**config.mk**
```make
export PLATFORM = sky130hd
export DESIGN_NAME = uart_rx_flat
export DESIGN_NICKNAME = d
export VERILOG_FILES = /design/src/rtl/uart_pkg.sv /design/src/rtl/uart_rx_if.sv /design/src/rtl/uart_sync.sv /design/src/rtl/uart_rx.sv /design/src/flat_wrapper.sv
export SDC_FILE = /design/constraint.sdc
export NUM_CORES = 1
export LEC_CHECK = 0
export ABC_AREA = 1
export CORE_AREA = 2 2 66 68
export CTS_BUF_LIST = sky130_fd_sc_hd__clkbuf_4 sky130_fd_sc_hd__clkbuf_8
export CTS_CLUSTER_SIZE = 12
export DETAILED_ROUTE_END_ITERATION = 6
export DIE_AREA = 0 0 68 70
export PLACE_DENSITY_LB_ADDON = 0.12
export REMOVE_ABC_BUFFERS = 1
export SLEW_MARGIN = 20
export SYNTH_ARGS = -nofsm -noshare
export SYNTH_HDL_FRONTEND = slang
export SYNTH_SLANG_ARGS = --single-unit
```
**constraint.sdc**
```tcl
create_clock -name clk -period 3.8 [get_ports clk]
set_input_delay 0.76 -clock clk [delete_from_list [all_inputs] [get_ports clk]]
set_output_delay 0.76 -clock clk [all_outputs]
set_load 0.02 [all_outputs]
```
**src/rtl/uart_pkg.sv**
```systemverilog
// Shared UART definitions used by both the RX and TX paths.
//   UART_DATA_BITS      : payload bits per frame (8N1)
//   UART_DEFAULT_T_RATE : clk cycles per bit, 50 MHz / 9600 baud
//   uart_state_e        : receiver FSM state encoding
package uart_pkg;

    localparam int UART_DATA_BITS      = 8;
    localparam int UART_DEFAULT_T_RATE = 5208;

    typedef enum logic [2:0] {
        IDLE  = 3'd0,
        START = 3'd1,
        DATA  = 3'd2,
        STOP  = 3'd3,
        BREAK = 3'd4
    } uart_state_e;

endpackage

```
**src/rtl/uart_rx_if.sv**
```systemverilog
// Byte-side output bundle of the UART receiver.
//   data      : last correctly framed byte
//   done      : one-cycle strobe when data is updated
//   frame_err : one-cycle strobe when the stop bit reads low
//   busy      : receiver is inside a frame (or waiting out a break)
// master = receiver, slave = byte consumer.
interface uart_rx_if;
    import uart_pkg::*;

    logic [UART_DATA_BITS-1:0] data;
    logic                      done;
    logic                      frame_err;
    logic                      busy;

    modport master (output data, output done, output frame_err, output busy);
    modport slave  (input  data, input  done, input  frame_err, input  busy);

endinterface

```
**src/rtl/uart_sync.sv**
```systemverilog
// Two-flop synchronizer for an asynchronous single-bit input.
//   clk    : destination clock
//   Rst_tx : async active-low reset, both flops load RST_VAL
//   d      : asynchronous input
//   q      : synchronized output (two clk edges of latency)
module uart_sync #(
    parameter logic RST_VAL = 1'b1
) (
    input  logic clk,
    input  logic Rst_tx,
    input  logic d,
    output logic q
);

    logic meta;

    always_ff @(posedge clk or negedge Rst_tx) begin
        if (!Rst_tx) begin
            meta <= RST_VAL;
            q    <= RST_VAL;
        end else begin
            meta <= d;
            q    <= meta;
        end
    end

endmodule

```
**src/rtl/uart_rx.sv**
```systemverilog
// 8N1 UART receiver with mid-bit sampling and framing-error detection.
//   t_rate   : clk cycles per bit (4..8191)
//   clk      : system clock
//   Rst_tx   : async active-low reset
//   Rs232_rx : serial line, idle high, asynchronous to clk
//   rx_if    : data / done / frame_err / busy (master side)
//
// state | meaning
// IDLE  | line idle, waiting for a low on rx_s
// START | counting half a bit, then confirming the start bit is still low
// DATA  | sampling 8 data bits LSB first, one per t_rate cycles
// STOP  | one more bit period, then checking the stop bit
// BREAK | stop bit was low; wait for the line to go high before re-arming
module uart_rx
    import uart_pkg::*;
#(
    parameter int t_rate = UART_DEFAULT_T_RATE
) (
    input  logic      clk,
    input  logic      Rst_tx,
    input  logic      Rs232_rx,
    uart_rx_if.master rx_if
);

    localparam int CW = $clog2(t_rate);
    localparam int H  = t_rate / 2;
    localparam logic [CW-1:0] HALF_LAST = CW'(H - 1);
    localparam logic [CW-1:0] BIT_LAST  = CW'(t_rate - 1);

    uart_state_e               state_q, state_d;
    logic [CW-1:0]             baud_cnt;
    logic [2:0]                bit_idx;
    logic [UART_DATA_BITS-1:0] shreg;
    logic [UART_DATA_BITS-1:0] data_q;
    logic                      done_q, err_q;
    logic                      done_d, err_d, sample_bit;
    logic                      rx_s;

    uart_sync #(.RST_VAL(1'b1)) u_sync (
        .clk    (clk),
        .Rst_tx (Rst_tx),
        .d      (Rs232_rx),
        .q      (rx_s)
    );

    always_comb begin
        state_d    = state_q;
        sample_bit = 1'b0;
        done_d     = 1'b0;
        err_d      = 1'b0;
        case (state_q)
            IDLE: begin
                if (!rx_s) state_d = START;
            end
            START: begin
                // a start edge that is gone by mid-bit is treated as noise
                if (baud_cnt == HALF_LAST) state_d = rx_s ? IDLE : DATA;
            end
            DATA: begin
                if (baud_cnt == BIT_LAST) begin
                    sample_bit = 1'b1;
                    if (bit_idx == 3'd7) state_d = STOP;
                end
            end
            STOP: begin
                if (baud_cnt == BIT_LAST) begin
                    if (rx_s) begin
                        done_d  = 1'b1;
                        state_d = IDLE;
                    end else begin
                        err_d   = 1'b1;
                        state_d = BREAK;
                    end
                end
            end
            BREAK: begin
                if (rx_s) state_d = IDLE;
            end
            default: state_d = IDLE;
        endcase
    end

    always_ff @(posedge clk or negedge Rst_tx) begin
        if (!Rst_tx) begin
            state_q  <= IDLE;
            baud_cnt <= '0;
            bit_idx  <= '0;
            shreg    <= '0;
            data_q   <= '0;
            done_q   <= 1'b0;
            err_q    <= 1'b0;
        end else begin
            state_q <= state_d;
            done_q  <= done_d;
            err_q   <= err_d;

            // counter restarts on every state change and after each data sample
            if (state_d != state_q || sample_bit || state_q == IDLE || state_q == BREAK)
                baud_cnt <= '0;
            else
                baud_cnt <= baud_cnt + 1'b1;

            if (state_q == START && state_d == DATA)
                bit_idx <= '0;
            else if (sample_bit)
                bit_idx <= bit_idx + 3'd1;

            if (sample_bit) shreg[bit_idx] <= rx_s;
            if (done_d)     data_q         <= shreg;
        end
    end

    assign rx_if.data      = data_q;
    assign rx_if.done      = done_q;
    assign rx_if.frame_err = err_q;
    assign rx_if.busy      = (state_q != IDLE);

endmodule

```
**src/flat_wrapper.sv**
```systemverilog
// flat-port wrapper written by rule: the top's interface ports become plain ports
module uart_rx_flat import uart_pkg::*;
#(
    parameter int t_rate = UART_DEFAULT_T_RATE
)
  (clk, Rst_tx, Rs232_rx, rx_if_data, rx_if_done, rx_if_frame_err, rx_if_busy);
  uart_rx_if rx_if_i ();
  input  logic clk;
  input  logic Rst_tx;
  input  logic Rs232_rx;
  output wire logic [$bits(rx_if_i.data)-1:0] rx_if_data;
  output wire logic [$bits(rx_if_i.done)-1:0] rx_if_done;
  output wire logic [$bits(rx_if_i.frame_err)-1:0] rx_if_frame_err;
  output wire logic [$bits(rx_if_i.busy)-1:0] rx_if_busy;
  assign rx_if_data = rx_if_i.data;
  assign rx_if_done = rx_if_i.done;
  assign rx_if_frame_err = rx_if_i.frame_err;
  assign rx_if_busy = rx_if_i.busy;
  uart_rx #(.t_rate(t_rate)) u_core (.clk(clk), .Rst_tx(Rst_tx), .Rs232_rx(Rs232_rx), .rx_if(rx_if_i));
endmodule
```
* Word level (Yosys, flattened, before mapping)
Index checks and enable logic that the tools add are counted.
** Cells by class
- Order comparisons :: 2
- Multiplexer cells :: 23
- $add $sub $neg :: 2
- Reductions and logical operators :: 8
- Equal/unequal tests :: 9
** Operators by type and width (count)
- $mux W3 :: 9
- $pmux W3 S5 :: 1
- $add A13 B1 Y13 const B :: 1
- $eq A13 B12 Y1 const B :: 1
- $eq A13 B13 Y1 const B :: 1
- $mux W13 :: 1
- $eq A3 B2 Y1 const B :: 3
- $mux W1 :: 9
- $bwmux W8 :: 1
- $eq A3 B3 Y1 const B :: 2
- $lt A3 B4 Y1 const B :: 1
- $add A3 B1 Y3 const B :: 1
- $demux W1 S3 :: 1
- $eq A3 B1 Y1 const B :: 1
- $ge A3 B1 Y1 const B :: 1
- $logic_not A3 Y1 :: 1
- $logic_or A1 B1 Y1 :: 3
- $ne A3 B3 Y1 :: 1
- $reduce_bool A3 Y1 :: 1
- $logic_and A1 B1 Y1 :: 2
- $mux W2 :: 1
- $reduce_bool A2 Y1 :: 1
** Word-level totals
- Bits in registers :: 39
- Word-level logic and storage cells :: 53
- Input port bits :: 3
- Output and inout port bits :: 11

* Depth between registers and ports, before layout
- Word-level depth :: 9
- Gate-level depth with buffers :: 13

* Modules after synthesis
From an unflattened synthesis, not the netlist that was laid out.
** Unflattened totals
- Cell total of the unflattened synthesis :: 205
- Area total of the unflattened synthesis :: 1900.6 sq um
** By module, submodules not included
- uart_rx :: times used 1, area each 1848.0 sq um, cells an instance 203
- uart_sync :: times used 1, area each 52.6 sq um, cells an instance 2

* Worst setup path before layout
OpenSTA, ideal clock, no wires.
- Kind :: register -> register
- Start point :: register u_core.baud_cnt[0]
- End point :: register u_core.baud_cnt[7]
- Path buffers :: 1
- Arrival :: 1600 ps
- Library setup time :: 68 ps
- Required time :: 3732 ps
- Stages on the path, launching flop included :: 14
- Setup slack :: 2132 ps
- Cells stage by stage :: dfrtp_1 ha_1 nand2_2 inv_2 nand2_1 nor2_4 nand3_4 nand2_1 nor2_1 nand2_2 nor2_4 nand2_4 buf_12 nor2_4
** Between the ends
- Longest elaborated chain between the ends :: 8
- Elaborated cells on any way between the ends :: 14
** RTL lines
- start: declaration :: RTL line uart_rx.sv:31 : logic [CW-1:0] baud_cnt;
- start signal: assignment :: RTL line uart_rx.sv:101 : baud_cnt <= baud_cnt + 1'b1;
- $eq A13 B13 Y1 or $eq A13 B12 Y1 (tied branches) :: RTL line uart_rx.sv:60, uart_rx.sv:66, uart_rx.sv:57
- $mux W3, on equally long branches :: RTL line uart_rx.sv:66, uart_rx.sv:57, uart_rx.sv:60
- $pmux W3 S5 :: RTL line uart_rx.sv:51 : case (state_q)
- $ne A3 B3 Y1 :: RTL line uart_rx.sv:98 : if (state_d != state_q || sample_bit || state_q == IDLE || state_q == BREAK)
- $logic_or A1 B1 Y1 (3 in series) :: RTL line uart_rx.sv:98
- $mux W13 * :: RTL line uart_rx.sv:98
Every way passes the cells marked *; elsewhere a longest branch is shown, timed or not.
A chain may end at the register's enable or synchronous reset.

* Worst setup path in the final report
- Start point :: register u_core.state_q[2]
- End point :: output rx_if_busy
** Between the ends
- Longest elaborated chain between the ends :: 1
** RTL lines
- start: declaration :: RTL line uart_rx.sv:30 : uart_state_e state_q, state_d;
- start signal: assignment :: RTL line uart_rx.sv:93 : state_q <= state_d;
- $reduce_bool A3 Y1 :: RTL line uart_rx.sv:116 : assign rx_if.busy = (state_q != IDLE);
- end: declaration :: RTL line flat_wrapper.sv:14 : output wire logic [$bits(rx_if_i.busy)-1:0] rx_if_busy;
No other way between the ends.

==> impl_results.md <==
- Register Area: ~980 um^2
- Most numerous cell in the Yosys netlist: nand2_1
- Cells after synthesis: 219
- Synth top area share: 46.0%
- Setup slack at placement: 1.79 ns
- EDFF count, synth: 0
- Drt via density: between 4 and 5
- Worst Tran Pin Value: between 0.8 and 0.9 ns
- Async S/R FF share, synth: 100%
- Largest net degree at the start of global routing: 40
- Site Rows: 24
- Worst path cell trace: inv_1 -> nand2_1 -> clkdlybuf4s50_1
- Worst setup SP type: flip-flop
- Syn avg cell area: approximately 9.2 um^2
- CP arrival: roughly 1.6 ns
- Multi-input gate area: approximately 900 um^2
- Ys Warns: 0
- Crit-path max FO: 7
- CTS Buffer Depth: 2
- Detail Route Antenna Nets: 0
- DP HPWL: 2360 um
- Setup Fix Bufs, Post-CTS: 0
- Cell area after synthesis: around 2000 um^2
- Cell accounting for the most synthesized area: dfrtp_1
- CTS Hold Bufs: 0
- Register area share after synthesis: roughly half
- Max Clk Rate: 427 MHz
- CP peak stage delay: 0.60 ns
- Fin Setup TNS: 0 ns
- Slowest-stage cell, CP: clkdlybuf4s50_1
- Outcome: finished, final reports clean
- Dpl cells: 282
- CP Capture Type: output pin
- Initial antenna violation count: 0
- Ranking of synthesized cells by area: dfrtp_1 46%, nand2_1 9.7%, nor2_4 8.9%
- GP Congestion: approximately 0.85
- Gr usage total: 17.0%
- PD cells: 314 nW/um^2
- Setup violators final: 0
- Final WL: between 3000 and 4000 um
- Drt drc: 0
- Drt initial violations: 61
- H-tree lvl count: 2
- Total gr overflow: 0
- Design area: 2270 um^2
- Layout Nets: about 240
- Final Slew Violations: 0
- Post-CTS sizing: 0
- Die area: between 4000 and 5000 um^2
- Overall power: 0.000712 W
- Ys flop type: dfrtp_1
- Req. time, crit path: about 3.0 ns
- IO buf count: 13
- Via Count: ~1,400
- RSZ-0062 raised after global routing: no
- CP Buf/Inv Count: 2
- Max_cap viols: 0
- CP Class: reg2out
- Clk Latency, worst-skew pair: around 0.30 ns
- Clock Skew: 0.0100 ns
- Total CTS buffers: 5
- Routed length per instance: 11.4 um
- Clock Tree Root: clkbuf_8
- Initial Util: 48.6%
- Number of global-route vias before repair: 1,325
- Setup ws final: about 1.5 ns
- Core Area: just over 4000 um^2
- CTS tree: yes
- Ant diodes: 0
- Library cells used by synthesis: 30
- Fraction of layout cells with a size suffix above 1: 18.9%
- Synth top cells by count: 52 x nand2_1, 37 x dfrtp_1, 23 x nor2_1
- DIE HEIGHT: 70 um
- Die width: 68 um
- First-pass GRT wire length: 6050 um
- VDD IR-drop max: about 0.19 mV
- Syn-to-layout area delta: 12.7%
- Min Tclk post-route: 2.34 ns
- Tightest Hold Check Type: reg2reg
- Filler instances: 388
- CTS sink cnt: 39
- Lkg Pwr: 1.05 nW
- Seq cells post-synth: 39
- Initial DRT Pass Iterations: 4
- Delay-heaviest family, CP: buffers and inverters
- Area after DPL: 2180 um^2
- Final Non-Filler Cells: 290
- Final Cycle Share: 61.6%
- CTS clk-pin slew, worst paths: 0.08 ns
- Worst slew margin: between 40% and 50%
- Final Hold Viols: 0
- Total I/O pin count: 14
[report_power, final]
| group | internal [W] | leakage (nW) | total [W] | switching [W] |
|---|---|---|---|---|
| sequential | 0.000417 | 0.523 | 0.000417 | 0.000000732 |
| combinational | 0.00000160 | 0.487 | 0.0000114 | 0.00000982 |
| clock | 0.000128 | 0.0402 | 0.000283 | 0.000155 |
| total | 0.000546 | 1.05 | 0.000712 | 0.000166 |
[cell usage in the layout (no fill, tap or decap), types with 4 or more instances in the layout]
cell type / Yosys / layout
dfrtp_1: 37 / 37
nor3_1: 5 / 5
clkbuf_8: 0 / 5
nand2_1: 52 / 52
inv_1: 21 / 21
clkdlybuf4s50_1: 0 / 12
nand4_1: 4 / 4
a31oi_1: 8 / 8
nor2_1: 23 / 23
a21oi_1: 11 / 11
nor2_4: 16 / 16
nand3_1: 5 / 5
xor2_1: 5 / 5
nand2_2: 6 / 6
[worst paths after layout]
| check | startpoint | to | slack, ns | cells past startpoint |
|---|---|---|---|---|
| max reg2reg | u_core.baud_cnt[0] | u_core.baud_cnt[0] | 1.87 | 10 |
| min in group asynchronous | Rst_tx | u_core.baud_cnt[0] | 0.56 | 1 |
| max in group asynchronous | Rst_tx | u_core.baud_cnt[12] | 2.72 | 1 |
| min reg2reg | u_core.u_sync.meta | u_core.u_sync.q | 0.36 | 0 |
| max | u_core.state_q[2] | rx_if_busy | 1.46 | 3 |
| min | u_core.u_sync.meta | u_core.u_sync.q | 0.36 | 0 |
[worst register-to-register path, cell delays in order, from the launching register on]
cell and delay, ns:
dfrtp_1 0.38, ha_1 0.23, inv_1 0.06, nor3_1 0.23
nand3_1 0.20, nand2_1 0.14, nand3_2 0.09, nand2_1 0.08
nand2_2 0.06, nand2_4 0.27, nor2_1 0.08
[stage by stage]
step                      utilization (%)  hold WS, ns
after floorplan                         -        0.345
final                                54.8        0.357
after global routing                 54.8        0.361
after detailed placement             52.6        0.349
after CTS                            54.8        0.360
after global placement               52.6        0.346
[flip-flops by register name, indices dropped and copies added (netlist names)]
| register | count |
|---|---|
| u_core.rx_if.done | 1 |
| u_core.u_sync.q | 1 |
| u_core.rx_if.frame_err | 1 |
| u_core.shreg | 8 |
| u_core.rx_if.data | 8 |
| u_core.baud_cnt | 13 |
| u_core.state_q | 3 |
| u_core.u_sync.meta | 1 |
| u_core.bit_idx | 3 |
[layout make-up]
type                            instances  area share, %
Clock buffer                            5           3.03
Clock inverter                          3          0.882
Inverter                               25           4.13
Multi-Input combinational cell        153           40.5
Sequential cell                        39           43.1
Tap cell                               52           2.87
Timing Repair Buffer                   13           5.51
[metal layers]
metal / vias to the layer above / wire length (um) / global-route usage [%]
li1: 735 / - / -
met1: 661 / 1650 / 23.5
met3: 7 / 127 / 4.83
met2: 25 / 1460 / 24.3
met5: - / 0 / 0
met4: 0 / 76 / 8.00
[logic make-up after synthesis]
family / share of synthesized area, %
xor+xnor: 3.04
flops: 48.6
buf+inv: 5.84
compound gates: 6.52
simple gates: 34.2
fa+ha+maj: 1.86
No activity file was read; power rests on OpenSTA's default activity.
